[config.mk]
export PLATFORM = sky130hd
export DESIGN_NAME = lsu_seq
export DESIGN_NICKNAME = d
export VERILOG_FILES = /design/src/rtl/lsu_seq.sv
export SDC_FILE = /design/constraint.sdc
export NUM_CORES = 1
export LEC_CHECK = 0
export CAP_MARGIN = 5
export CORE_AREA = 3 3 248 250
export CTS_BUF_LIST = sky130_fd_sc_hd__clkbuf_8
export DETAILED_ROUTE_END_ITERATION = 8
export DIE_AREA = 0 0 251 253
export PLACE_DENSITY = 0.64
export SYNTH_ARGS = -nofsm -noshare
export SYNTH_HDL_FRONTEND = slang
export SYNTH_SLANG_ARGS = --single-unit
[constraint.sdc]
create_clock -name clk -period 5.6 [get_ports clk]
set_input_delay 1.12 -clock clk [delete_from_list [all_inputs] [get_ports clk]]
set_output_delay 1.12 -clock clk [all_outputs]
set_load 0.02 [all_outputs]
[src/rtl/lsu_seq.sv]
// lsu_seq: sequenced load/store unit for LDUR/STUR/LDP/STP.
// Accepts one op in IDLE, issues one or two memory beats, then holds the
// response until it is consumed. All outputs come from registers, so
// mem_rvalid, mem_wready and out_ready never reach an output combinationally.
module lsu_seq #(
  parameter int XLEN    = 64,
  parameter int TAG_W   = 6,
  parameter bit PAIR_EN = 1'b1
) (
  input  logic             clk,
  input  logic             rst_n,
  input  logic             flush,
  input  logic             inst_valid,
  output logic             inst_ready,
  input  logic [31:0]      inst,
  input  logic [TAG_W-1:0] inst_tag,
  input  logic [XLEN-1:0]  op0,
  input  logic [XLEN-1:0]  op1,
  input  logic [XLEN-1:0]  op2,
  output logic             mem_ren,
  output logic [XLEN-1:0]  mem_raddr,
  input  logic             mem_rvalid,
  input  logic [XLEN-1:0]  mem_rdata,
  output logic             mem_wen,
  output logic [XLEN-1:0]  mem_waddr,
  output logic [XLEN-1:0]  mem_wdata,
  input  logic             mem_wready,
  output logic             out_valid,
  input  logic             out_ready,
  output logic [TAG_W-1:0] out_tag,
  output logic             out0_valid,
  output logic             out1_valid,
  output logic [XLEN-1:0]  out0_data,
  output logic [XLEN-1:0]  out1_data,
  output logic             out_err
);

  typedef enum logic [2:0] {IDLE, RD0, RD1, WR0, WR1, RESP} state_t;

  state_t state, state_nx;

  // decode of the offered word; only meaningful while in IDLE
  logic dec_ldur, dec_stur, dec_ldp, dec_stp, dec_ld, dec_st, dec_pair;
  assign dec_ldur = (inst[31:21] == 11'b11111000010);
  assign dec_stur = (inst[31:21] == 11'b11111000000);
  assign dec_ldp  = PAIR_EN && (inst[31:22] == 10'b1010100011);
  assign dec_stp  = PAIR_EN && (inst[31:22] == 10'b1010100010);
  assign dec_ld   = dec_ldur | dec_ldp;
  assign dec_st   = dec_stur | dec_stp;
  assign dec_pair = dec_ldp | dec_stp;

  // single ops use a byte offset, pair ops a doubleword-scaled one
  logic [XLEN-1:0] imm9_sx, imm7_sc, a0;
  assign imm9_sx = {{(XLEN-9){inst[20]}}, inst[20:12]};
  assign imm7_sc = {{(XLEN-10){inst[21]}}, inst[21:15], 3'b000};
  assign a0      = op0 + (dec_pair ? imm7_sc : imm9_sx);

  logic accept;
  assign accept = inst_valid && (state == IDLE);

  // captured operation context
  logic [XLEN-1:0]  addr_q, wdata_q, op2_q, d0_q, d1_q;
  logic [TAG_W-1:0] tag_q;
  logic             pair_q, ld_q, err_q;

  // next-state logic; flush overrides every transition
  always_comb begin
    state_nx = state;
    case (state)
      IDLE: if (inst_valid) state_nx = dec_ld ? RD0 : (dec_st ? WR0 : RESP);
      RD0:  if (mem_rvalid) state_nx = pair_q ? RD1 : RESP;
      RD1:  if (mem_rvalid) state_nx = RESP;
      WR0:  if (mem_wready) state_nx = pair_q ? WR1 : RESP;
      WR1:  if (mem_wready) state_nx = RESP;
      RESP: if (out_ready)  state_nx = IDLE;
      default:              state_nx = IDLE;
    endcase
    if (flush) state_nx = IDLE;
  end

  // state register
  always_ff @(posedge clk) begin
    if (!rst_n) state <= IDLE;
    else        state <= state_nx;
  end

  // datapath: capture at accept, advance address/data per completed beat
  always_ff @(posedge clk) begin
    if (!rst_n) begin
      addr_q  <= '0;
      wdata_q <= '0;
      op2_q   <= '0;
      d0_q    <= '0;
      d1_q    <= '0;
      tag_q   <= '0;
      pair_q  <= 1'b0;
      ld_q    <= 1'b0;
      err_q   <= 1'b0;
    end else if (!flush) begin
      if (accept) begin
        addr_q  <= a0;
        wdata_q <= op1;
        op2_q   <= op2;
        tag_q   <= inst_tag;
        pair_q  <= dec_pair;
        ld_q    <= dec_ld;
        err_q   <= !(dec_ld || dec_st);
      end
      if (state == RD0 && mem_rvalid) begin
        d0_q   <= mem_rdata;
        addr_q <= addr_q + XLEN'(8);
      end
      if (state == RD1 && mem_rvalid) d1_q <= mem_rdata;
      if (state == WR0 && mem_wready) begin
        addr_q  <= addr_q + XLEN'(8);
        wdata_q <= op2_q;
      end
    end
  end

  assign inst_ready = (state == IDLE);
  assign mem_ren    = (state == RD0) || (state == RD1);
  assign mem_wen    = (state == WR0) || (state == WR1);
  assign mem_raddr  = addr_q;
  assign mem_waddr  = addr_q;
  assign mem_wdata  = wdata_q;
  assign out_valid  = (state == RESP);
  assign out_tag    = tag_q;
  assign out0_valid = out_valid && ld_q;
  assign out1_valid = out_valid && ld_q && pair_q;
  assign out_err    = out_valid && err_q;
  assign out0_data  = d0_q;
  assign out1_data  = d1_q;

endmodule

Yosys cells after proc, flatten, opt, wreduce, memory -nomap -nowiden
Index checks and enable logic that the tools add are counted.
{"block": "classes", "n_reduce_logical": 21, "bitwise": 5, "n_addsub": 2, "eq_ne": 15, "n_mux": 17}
{"cell": "2-to-1 mux 64 bit", "n": 6}
{"cell": "adder 64 x 4 -> 64 bit, second input constant", "n": 1}
{"cell": "adder 64 bit", "n": 1}
{"cell": "2-to-1 mux 3 bit", "n": 9}
{"cell": "equality test 11 bit, second input constant", "n": 2}
{"cell": "equality test 10 bit, second input constant", "n": 2}
{"cell": "one-hot mux 3 bit (6 select lines)", "n": 1}
{"cell": "inequality test 2 bit, second input constant", "n": 5}
{"cell": "AND reduction 2 bit", "n": 5}
{"cell": "logical AND 1 bit", "n": 7}
{"cell": "equality test 3 x 2 -> 1 bit, second input constant", "n": 2}
{"cell": "equality test 3 bit, second input constant", "n": 2}
{"cell": "AND reduction 6 bit", "n": 1}
{"cell": "equality test 3 x 1 -> 1 bit, second input constant", "n": 1}
{"cell": "zero test 3 bit", "n": 1}
{"cell": "logical OR 1 bit", "n": 3}
{"cell": "OR 1 bit", "n": 3}
{"cell": "nonzero test 3 bit", "n": 1}
{"cell": "inequality test 2 x 1 -> 1 bit, second input constant", "n": 1}
{"cell": "NOT 1 bit", "n": 2}
{"cell": "nonzero test 2 bit", "n": 1}
{"cell": "OR reduction 2 bit", "n": 1}
{"cell": "zero test 1 bit", "n": 1}
{"cell": "2-to-1 mux 1 bit", "n": 1}
{"block": "totals", "reg_bits": 332, "word_cells": 70}

Logic depth before layout (Yosys ltp)
{"block": "logic_depth", "word_depth": 7, "depth_mapped": 16, "ltp_nobuf": 16}

Least setup slack after synthesis
OpenSTA, ideal clock, no wires.
{"block": "synth_path", "path_kind": "input -> register", "startpoint": "input port inst[26]", "endpoint": "register addr_q[61], in the netlist mem_raddr[61]", "arrival_time_ns": 4.803, "required_ns": 5.468, "slack_ns": 0.665, "path_stages": 15, "setup_time_ns": 0.132, "path_cell_list": "nand4b_1 nor3_1 nand2_1 mux2_2 ha_1 buf_4 a21oi_1 o21ai_0 a311o_1 o2bb2ai_1 nor3_2 o21ai_1 a21o_1 a2111oi_0 nor3b_1"}
{"block": "synth_between", "elab_chain_len": 7, "elab_cells_between_ends": 8, "cone_classes": "add/sub: 1; eq/ne: 2; mux: 4; bitwise: 1"}
{"item": "start: declaration", "line_no": "15", "source": "input logic [31:0] inst,"}
{"item": "equality test 10 bit, on equally long branches", "line_no": "46, 47"}
{"item": "OR 1 bit (*)", "line_no": "50", "source": "assign dec_pair = dec_ldp | dec_stp;"}
{"item": "2-to-1 mux 64 bit (*)", "line_no": "56", "source": "assign a0 = op0 + (dec_pair ? imm7_sc : imm9_sx);"}
{"item": "adder 64 bit (*)", "line_no": "56"}
{"item": "2-to-1 mux 64 bit (*)", "line_no": "100", "source": "if (accept) begin"}
{"item": "2-to-1 mux 64 bit (*)", "line_no": "109", "source": "if (state == RD0 && mem_rvalid) begin"}
{"item": "2-to-1 mux 64 bit (*)", "line_no": "114", "source": "if (state == WR0 && mem_wready) begin"}
{"item": "end signal: assignment", "line_no": "111", "source": "addr_q <= addr_q + XLEN'(8);"}
{"item": "end signal: assignment", "line_no": "115", "source": "addr_q <= addr_q + XLEN'(8);"}
{"item": "end: declaration", "line_no": "62", "source": "logic [XLEN-1:0] addr_q, wdata_q, op2_q, d0_q, d1_q;"}
Every way passes the cells marked *; elsewhere a longest branch is shown, timed or not. The select of a mux whose other input is x is not followed.
A chain may end at the register's enable or synchronous reset.

Worst setup path after layout
{"block": "layout_path", "startpoint": "input port inst[26]", "endpoint": "register addr_q[58], in the netlist mem_raddr[58]"}
The elaborated chain is that of the path after synthesis.

==> run metrics <==
status=finished, final reports clean; FF+latch count, synth=between 300 and 400; Reg clk slew, reported paths=approximately 0.07 ns; Mapped Avg Cell Area=roughly 8 um2; GR Util All Layers=23.4%; vias in the first global route=between 15000 and 20000; worst path cell trace=clkdlybuf4s50_1 -> nand4b_1 -> nor3_1 -> nand2_1 -> mux2_2 -> buf_4 -> ha_1 -> buf_4 -> a21oi_1 -> o21ai_0 -> a221o_1 -> a21oi_1 -> o211ai_4 -> a31oi_4 -> o21ai_2 -> mux2i_1 -> a2111oi_2; Setup Fix Bufs, Post-CTS=0; Critical Path Fanout Max=19; worst hold margin=0.463 ns; mapped cell area=about 19000 um2; total congestion overflow=0; Fmax=about 200 MHz; largest net degree at the start of global routing=between 150 and 200; Filler cells=around 5800; skew final=around 0.027 ns; worst reg2reg path startpoint=state[0]$_SDFFE_PP0P_; area of the multi-input gates=approximately 11000 um2; syn_nets=2746; Critical path buffers and inverters=3; synth warn=0; Critical Path RT=roughly 6.2 ns; # clock sinks=332; Area Growth Syn to Fin=43.9%; Clk pwr share=a little under two fifths; Power Internal=between 4000 and 5000 uW; input/output buffers=around 620; Post-Route WL=between 70 and 80 mm; worst slew pin tran=1.28 ns; clock latency on the worst-skew pair=approximately 0.7 ns; # setup viols final=0; period utilisation layout=87.6%; Remaining DRCs=0; wire per inst=20.8 um; Worst Hold Endpoint=op2_q[10]$_SDFFE_PN0P_; dpl hpwl=57.9 mm; Net Sw Frac=between 30% and 40%; Core ar.=slightly below 60000 um2; post-synthesis sequential area ratio=~35%; final core utilization=between 40% and 50%; Final #Nets=3310; Slew Viols, Final=0; register area=6650 um2; relative slew slack=approximately 14%; first-pass GRT wire length=between 100 and 150 mm; min-delay src=op2_q[10]$_SDFFE_PN0P_; crit-path max cell delay=0.50 ns; Crit Path Category=in -> reg; post-CTS sizing=0; CTS root buffer=clkbuf_8; Gate power share=around a quarter; H-Tree Depth=2; Post-synth EDFFs=0; PwrDens=between 200 and 300 nW/um2; num rows=89; delay-heaviest family, CP=compound AO/OA/AOI/OAI gates; TritonRoute pass-1 iters=6; top_reg_cell synth=dfxtp_1; CTS buffer count=slightly above 60; Synth async-reset ratio=0%; Worst R2R End=mem_raddr[25]$_SDFFE_PN0P_; Initial Util=between 30% and 40%; Final Cell Area=about 27000 um2; Seq pwr share=between 30% and 40%; DR vias/cell=between 5 and 6; critical path arrival=roughly 5.5 ns; Die Y=about 250 um; endpoint class of the critical path=flop; antenna violations before repair=7; CP startpoint kind=input port; gpl congestion=between 0.9 and 1; grt met1 use=between 20% and 30%; TritonCTS clock tree=done; hold buffers post-CTS=0; met2 usage in global routing=between 30% and 40%; Yosys cell types=79; post-route ant nets=0; Max VDD drop=between 0.00015 and 0.0002 V; met3 usage=under 10%; CTS max path bufs=3; via count=19865; Die ar.=about 64000 um2; worst r2r path cells=8; initial DRC count=approximately 1400; Area after DPL=between 20000 and 30000 um2; min-delay worst type=reg -> reg; total negative slack=0 ns; Post-Syn Instances=2379; Die W=~250 um; hold violation count in the final report=0; Hold Crit Depth=2; slowest CP cell=mux2_2; layout cells sized above 1=approximately 7.5%; unrepaired setup endpoints after global routing=no; Psw=2130 uW; R2R Setup Slk=approximately 1.7 ns; LEAKAGE=approximately 0.011 uW; crit path launch=inst[26]; max_cap viols=0; I/O Pins=about 630; post-layout min period=between 4 and 5 ns; global route hottest layer=met2
## metal layers
| layer | wire [um] | vias up |
|---|---|---|
| met3 | 6180 | 146 |
| met1 | 32200 | 9456 |
| met4 | 2440 | 2 |
| li1 | - | 9474 |
| met2 | 37300 | 787 |
| met5 | 20 | - |
## state kept, by name, indices dropped and copies added (netlist names)
name and count:
err_q 1, out1_data 64, pair_q 1, state 3
out0_data 64, mem_wdata 64, mem_raddr 64, op2_q 64
ld_q 1, out_tag 6
## worst max-delay path by stage
stage,depth (start not counted),slack (ns),to
finish,17,0.69,mem_raddr[58]$_SDFFE_PN0P_
global route,18,0.41,mem_raddr[61]$_SDFFE_PN0P_
CTS,17,0.81,mem_raddr[58]$_SDFFE_PN0P_
detailed placement,17,0.06,mem_raddr[58]$_SDFFE_PN0P_
global placement,18,0.12,mem_raddr[61]$_SDFFE_PN0P_
floorplan,15,0.67,mem_raddr[61]$_SDFFE_PN0P_
## cell type report
cell class	instances	share of cell area (%)
Timing Repair Buffer	725	25.9
Inverter	23	0.319
Clock inverter	24	0.666
Antenna cell	5	0.0463
Sequential cell	332	24.6
Clock buffer	82	4.17
Tap cell	773	3.58
Multi-Input combinational cell	1800	40.7
## placed cells by master (no fill, tap or decap), drive strengths merged, types with 65 or more instances in the layout
cell,Yosys,routed
a21boi,206,206
a21oi,139,139
buf,81,104
clkbuf,143,83
clkdlybuf4s50,0,620
dfxtp,332,332
ha,65,65
mux2i,70,70
nand2,588,588
nor2,89,89
o211a,71,71
o21ai,91,91
## worst register-to-register path, delay by kind of cell (launching register included)
family,cells,cell delay (ns)
AOI/OAI and AO/OA,4,1.35
and+or+nand+nor,4,1.58
DFF,1,0.81
## per-stage QoR
stage | total power (uW) | setup slack (ns) | std cells
after floorplan | 3540 | 0.665 | 2379
after global placement | 4300 | 0.117 | 3653
after detailed placement | 4330 | 0.0581 | 3653
after CTS | 6860 | 0.806 | 3759
after global routing | 7110 | 0.408 | 3761
final | 6800 | 0.693 | 3764
## power groups by stage
stage / logic (uW) / clock network [uW] / registers, uW
floorplan: 811 / 0 / 2720
global placement: 1640 / 0 / 2660
detailed placement: 1660 / 0 / 2670
CTS: 1670 / 2580 / 2620
global route: 1800 / 2680 / 2630
finish: 1670 / 2510 / 2620
## cell families (layout without fill, tap and decap cells)
kind of cell / after synthesis / in the layout / share of synthesized area, %
xor+xnor: 60 / 60 / 2.80
other cells: 0 / 5 / 0
flops: 332 / 332 / 35.4
fa+ha+maj: 66 / 66 / 4.43
compound gates: 689 / 689 / 25.9
simple gates: 912 / 912 / 21.4
buf+inv: 247 / 854 / 6.28
mux: 73 / 73 / 3.91
## cells in the mapped netlist, types with 24 or more instances
library cell | count | area, um2
nand3_1 | 38 | 190
clkbuf_1 | 142 | 533
nand2_1 | 587 | 2200
nand4_1 | 42 | 263
o21ai_0 | 88 | 440
xor2_1 | 32 | 280
ha_1 | 65 | 813
o211a_1 | 71 | 711
nor3_1 | 30 | 150
a21o_1 | 37 | 278
buf_4 | 67 | 503
nor2_1 | 89 | 334
mux2i_1 | 70 | 701
and3_1 | 24 | 150
a21boi_0 | 206 | 1550
dfxtp_1 | 332 | 6650
a21oi_1 | 139 | 696
xnor2_1 | 28 | 245
(Power assumes the default switching activity.)
==> RTL change 1 (same flow settings) <==
Set the parameter `PAIR_EN` to 1'b0 (it was 1'b1).
--- a/src/rtl/lsu_seq.sv
+++ b/src/rtl/lsu_seq.sv
@@ -5,7 +5,7 @@
 module lsu_seq #(
   parameter int XLEN    = 64,
   parameter int TAG_W   = 6,
-  parameter bit PAIR_EN = 1'b1
+  parameter bit PAIR_EN = 1'b0
 ) (
   input  logic             clk,
   input  logic             rst_n,
Check against the original RTL: not settled (the Yosys comparison gave no result); the edit may change what the design does.
==> RTL change 1 against the original RTL <==
- non-clock buffer count is 82 lower
- area after synthesis is 3.1% lower
- design area is 4.3% lower
- total power is 0.55% higher
- largest cell class unchanged
- sequential cell count is 1 lower
- routed wire length is 1.9% lower
- critical endpoint is now mem_raddr[43]
- clock power is 7% higher
- setup slack better by 640 ps
- via count hardly changed
- first-iteration DRC count is 24% higher
- synthesized cell count is 5.3% higher
- highest routed layer unchanged
- count of clock-buffer cells in the layout is 2 higher
==> RTL change 1: results (changes against the original RTL) <==
outcome:
  status: "complete, no violations"
finish:
  drive_above_1_share_pct: 5.23  # -2.3 points
  num-nets-final: 3339  # +0.88%
  fill_cells: 6096  # +4.7%
  finalNonFillerCells: 3796  # +0.85%
grt:
  grt.total_usage_pct: 22.7  # -0.71 points
  first_global_vias: 18319  # -5.6%
  grt_pass1_wl_um: 113000  # -3.0%
  grt_max_degree: 115  # -36%
  antenna_found_initial: 3  # -4
logic_synthesis:
  yosysSeqAreaShare_pct: 36.4  # +1.0 points
  async_reset_ff_share_pct: 0  # unchanged
  yosys_most_used_dff: "dfxtp_1"
  synth_cell_types: 78  # -1.3%
  netlist_top_cells_area: "dfxtp_1 (36%), nand2_1 (14%), a21oi_1 (9.5%)"
  synthCells: 2504  # +5.3%
  synthTopCellsByCount: "nand2_1 (663), a21oi_1 (347), dfxtp_1 (331)"
  syn-num-nets: 2870  # +4.5%
  yosysWarnings: 0  # unchanged
  synth_edf_count: 0  # unchanged
place:
  dp_hpwl_um: 55500  # -4.2%
  dp.cells: 3678  # +0.68%
  place_congestion: 0.950  # -2.3%
  port_buffers: 620  # -0.16%
  preCtsSetupSlack_ps: 838  # +780 ps
clock_tree:
  cts_root_buf: "clkbuf_8"
  post_cts_buffers: 0  # unchanged
  cts_resized: 0  # unchanged
  clockBufferDepth: 3  # unchanged
  h-tree-depth: 3  # +1
  clkTransAtPathRegs_ps: 60
  cts_made_buffers: 66  # +8.2%
  insertion_delay_ps: 650  # -40 ps
power_and_ir_drop:
  leakagePower_nw: 9.24  # -16%
  vdd_drop_max_mv: 0.153  # -14%
route:
  vias: 19864  # -0.0050%
  drt_iter0_markers: 1720  # +24%
  drt-pass1-iter-count: 7  # +1
  wl_met1_um: 32400  # +0.47%
  met3WireLength_um: 7020  # +14%
  wl_um: 76700  # -1.9%
  dr.max_layer_used: "met5"
  wl_met2_um: 35600  # -4.6%
worst_hold_path:
  hold_path.class: "flop to flop"
sta:
  clock_skew_ps: 41.5  # +14.1 ps
  slew_violations: 0  # unchanged
  slew_headroom_pct: 34.0  # +20 points
critical_path:
  worstPathArrival_ps: 4790  # -700 ps
  cp_max_fo: 6  # -13
## RTL change 1: final timing paths
kind / startpoint / end / slack, ps / depth (start not counted)
max reg2reg: state[2] / mem_wdata[40] / 1910 / 7
min: ld_q / ld_q / 450 / 2
max: inst[13] / mem_raddr[43] / 1330 / 11
min reg2reg: ld_q / ld_q / 450 / 2
## RTL change 1: layout make-up
| class | count | area, µm² | area share [%] |
|---|---|---|---|
| timing repair buffer | 643 | 6410 | 24.7 |
| sequential | 331 | 6630 | 25.6 |
| antenna | 2 | 5.00 | 0.0193 |
| clock buffer | 84 | 1160 | 4.46 |
| inverter | 24 | 97.6 | 0.377 |
| clock inverter | 32 | 265 | 1.02 |
| multi-input combinational | 1907 | 10400 | 40.0 |
| tap | 773 | 967 | 3.74 |
## RTL change 1: kinds of logic after synthesis
kind of cell / count (synthesis) / share of synthesized area, %
flip-flops: 331 / 36.4
multiplexers: 11 / 0.694
AND/OR/NAND/NOR: 1070 / 25.1
buffers and inverters: 266 / 6.89
AO/OA/AOI/OAI: 703 / 23.6
XOR/XNOR: 57 / 2.74
adder cells (fa/ha/maj): 65 / 4.51
other: 1 / 0.0206
## RTL change 1: worst max-delay path, stage by stage
cell	delay, ps
clkdlybuf4s50_1	430
ha_1	320
a211oi_1	240
o21bai_1	150
o41ai_2	640
a211oi_1	330
o21ai_0	550
nand2_1	260
xor2_1	340
nor2_1	80
a2111oi_0	330
## RTL change 1: stage by stage
stage               util, %  total power [W]  hold slack [ps]  instance area, µm²
global placement       41.3          0.00417              435               24500
detailed placement     41.3          0.00417              440               24500
global route           43.7          0.00715              458               25900
finish                 43.7          0.00683              448               25900
floorplan                 -          0.00349              427               18200
CTS                    43.7          0.00690              436               25900
## RTL change 1: per-layer routing
layer	track usage, %	vias to the layer above
met2	36.8	834
li1	-	9661
met3	6.43	106
met1	29.7	9261
met4	6.03	2
met5	0	-
## RTL change 1: report_power, final
part / leakage [nW] / total, W / internal (W) / switching [W]
combinational: 5.75 / 0.00155 / 0.000701 / 0.000845
sequential: 2.69 / 0.00259 / 0.00247 / 0.000129
clock: 0.792 / 0.00269 / 0.00147 / 0.00122
total: 9.24 / 0.00683 / 0.00464 / 0.00219
==> RTL change 2 (config.mk and constraints unchanged) <==
Without the edit above. Make the reset (`rst_n`) asynchronous in 2 clocked blocks.
--- a/src/rtl/lsu_seq.sv
+++ b/src/rtl/lsu_seq.sv
@@ -79,13 +79,13 @@
   end
 
   // state register
-  always_ff @(posedge clk) begin
+  always_ff @(posedge clk or negedge rst_n) begin
     if (!rst_n) state <= IDLE;
     else        state <= state_nx;
   end
 
   // datapath: capture at accept, advance address/data per completed beat
-  always_ff @(posedge clk) begin
+  always_ff @(posedge clk or negedge rst_n) begin
     if (!rst_n) begin
       addr_q  <= '0;
       wdata_q <= '0;
Formal check against the unedited RTL: not equivalent (Yosys sat finds a counterexample within 4 cycles, from zero or initial values and one cycle with rst_n low; the reset may be asserted at any time).
==> RTL change 2 against the original RTL <==
- setup slack got worse by 340 ps
- area after synthesis increased by 0.49%
- design area grew 2.1%
- critical path depth increased by 2
- sequential share of layout area up 5.5 points
- sequential cell count unchanged
- routed wire length shrank 10%
- die area stayed put
- critical path type unchanged
- largest cell class unchanged
- highest routed layer unchanged
Power is not compared: it rests on default switching activity, and its combinational part moved more than twofold at a synthesized area within 25%.
==> RTL change 2: results (changes against the original RTL) <==
grt:
  grt.total_usage_pct: 21.1  # -2.3 points
  met1_usage_pct: 27.2  # -1.8 points
  grt_pass1_wl_um: 106000  # -9.4%
  grt_max_degree: 127  # -29%
logic_synthesis:
  synth_fa_ha_area_share_pct: 4.41  # -0.021 points
  synth_xor_area_share_pct: 2.64  # -0.15 points
  synth_compound_area_share_pct: 15.6  # -10 points
  syn-num-nets: 2414  # -12%
route:
  met3WireLength_um: 4310  # -30%
  wl_met2_um: 34700  # -6.9%
  wl_met1_um: 29600  # -8.3%
sta:
  clock_skew_ps: 29.5  # +2.11 ps
critical_path:
  r2r_end: "mem_raddr[45]"
  reg2reg_from: "state[0]"
finish:
  n_antenna_cell: 6  # +1
  drive_above_1_share_pct: 14.4  # +6.9 points
  regArea_um2: 8310  # +25%
  bufAreaShareNonClock_pct: 26.5  # +0.56 points
  num-nets-final: 3059  # -7.6%
  inverters: 24  # +4.3%
  multi_input_area_share_pct: 34.9  # -5.8 points
  nClkBuffers: 76  # -7.3%
worst_hold_path:
  hold_end: "op2_q[30]"
place:
  dp_hpwl_um: 53500  # -7.6%
  place_congestion: 0.915  # -6.0%
outcome:
  status: "complete, no violations"
-- RTL change 2: cell types whose count changed after synthesis, sizes merged, moves of 41 or more --
cell and change:
mux2 +129, nor2 +79, a21oi +76, dfrtp +332, nand2 -256, o211a -69, clkbuf -41, dfxtp -332
a21boi -204
-- RTL change 2: metrics by stage --
| step | worst slack, ps | power (W) | cell area, µm² | std cells | hold slack [ps] |
|---|---|---|---|---|---|
| detailed placement | -350 | 0.00902 | 26300 | 3406 | 461 |
| global placement | -324 | 0.00892 | 26300 | 3406 | 456 |
| finish | 351 | 0.0114 | 27600 | 3520 | 473 |
| CTS | 329 | 0.0115 | 27600 | 3514 | 476 |
| global route | 109 | 0.0120 | 27600 | 3519 | 497 |
| floorplan | 784 | 0.00650 | 18900 | 2047 | 438 |
-- RTL change 2: worst min-delay path: stages, from the launching register on --
cell and delay (ps):
dfrtp_1 340, nand2_1 50, nand2_1 50
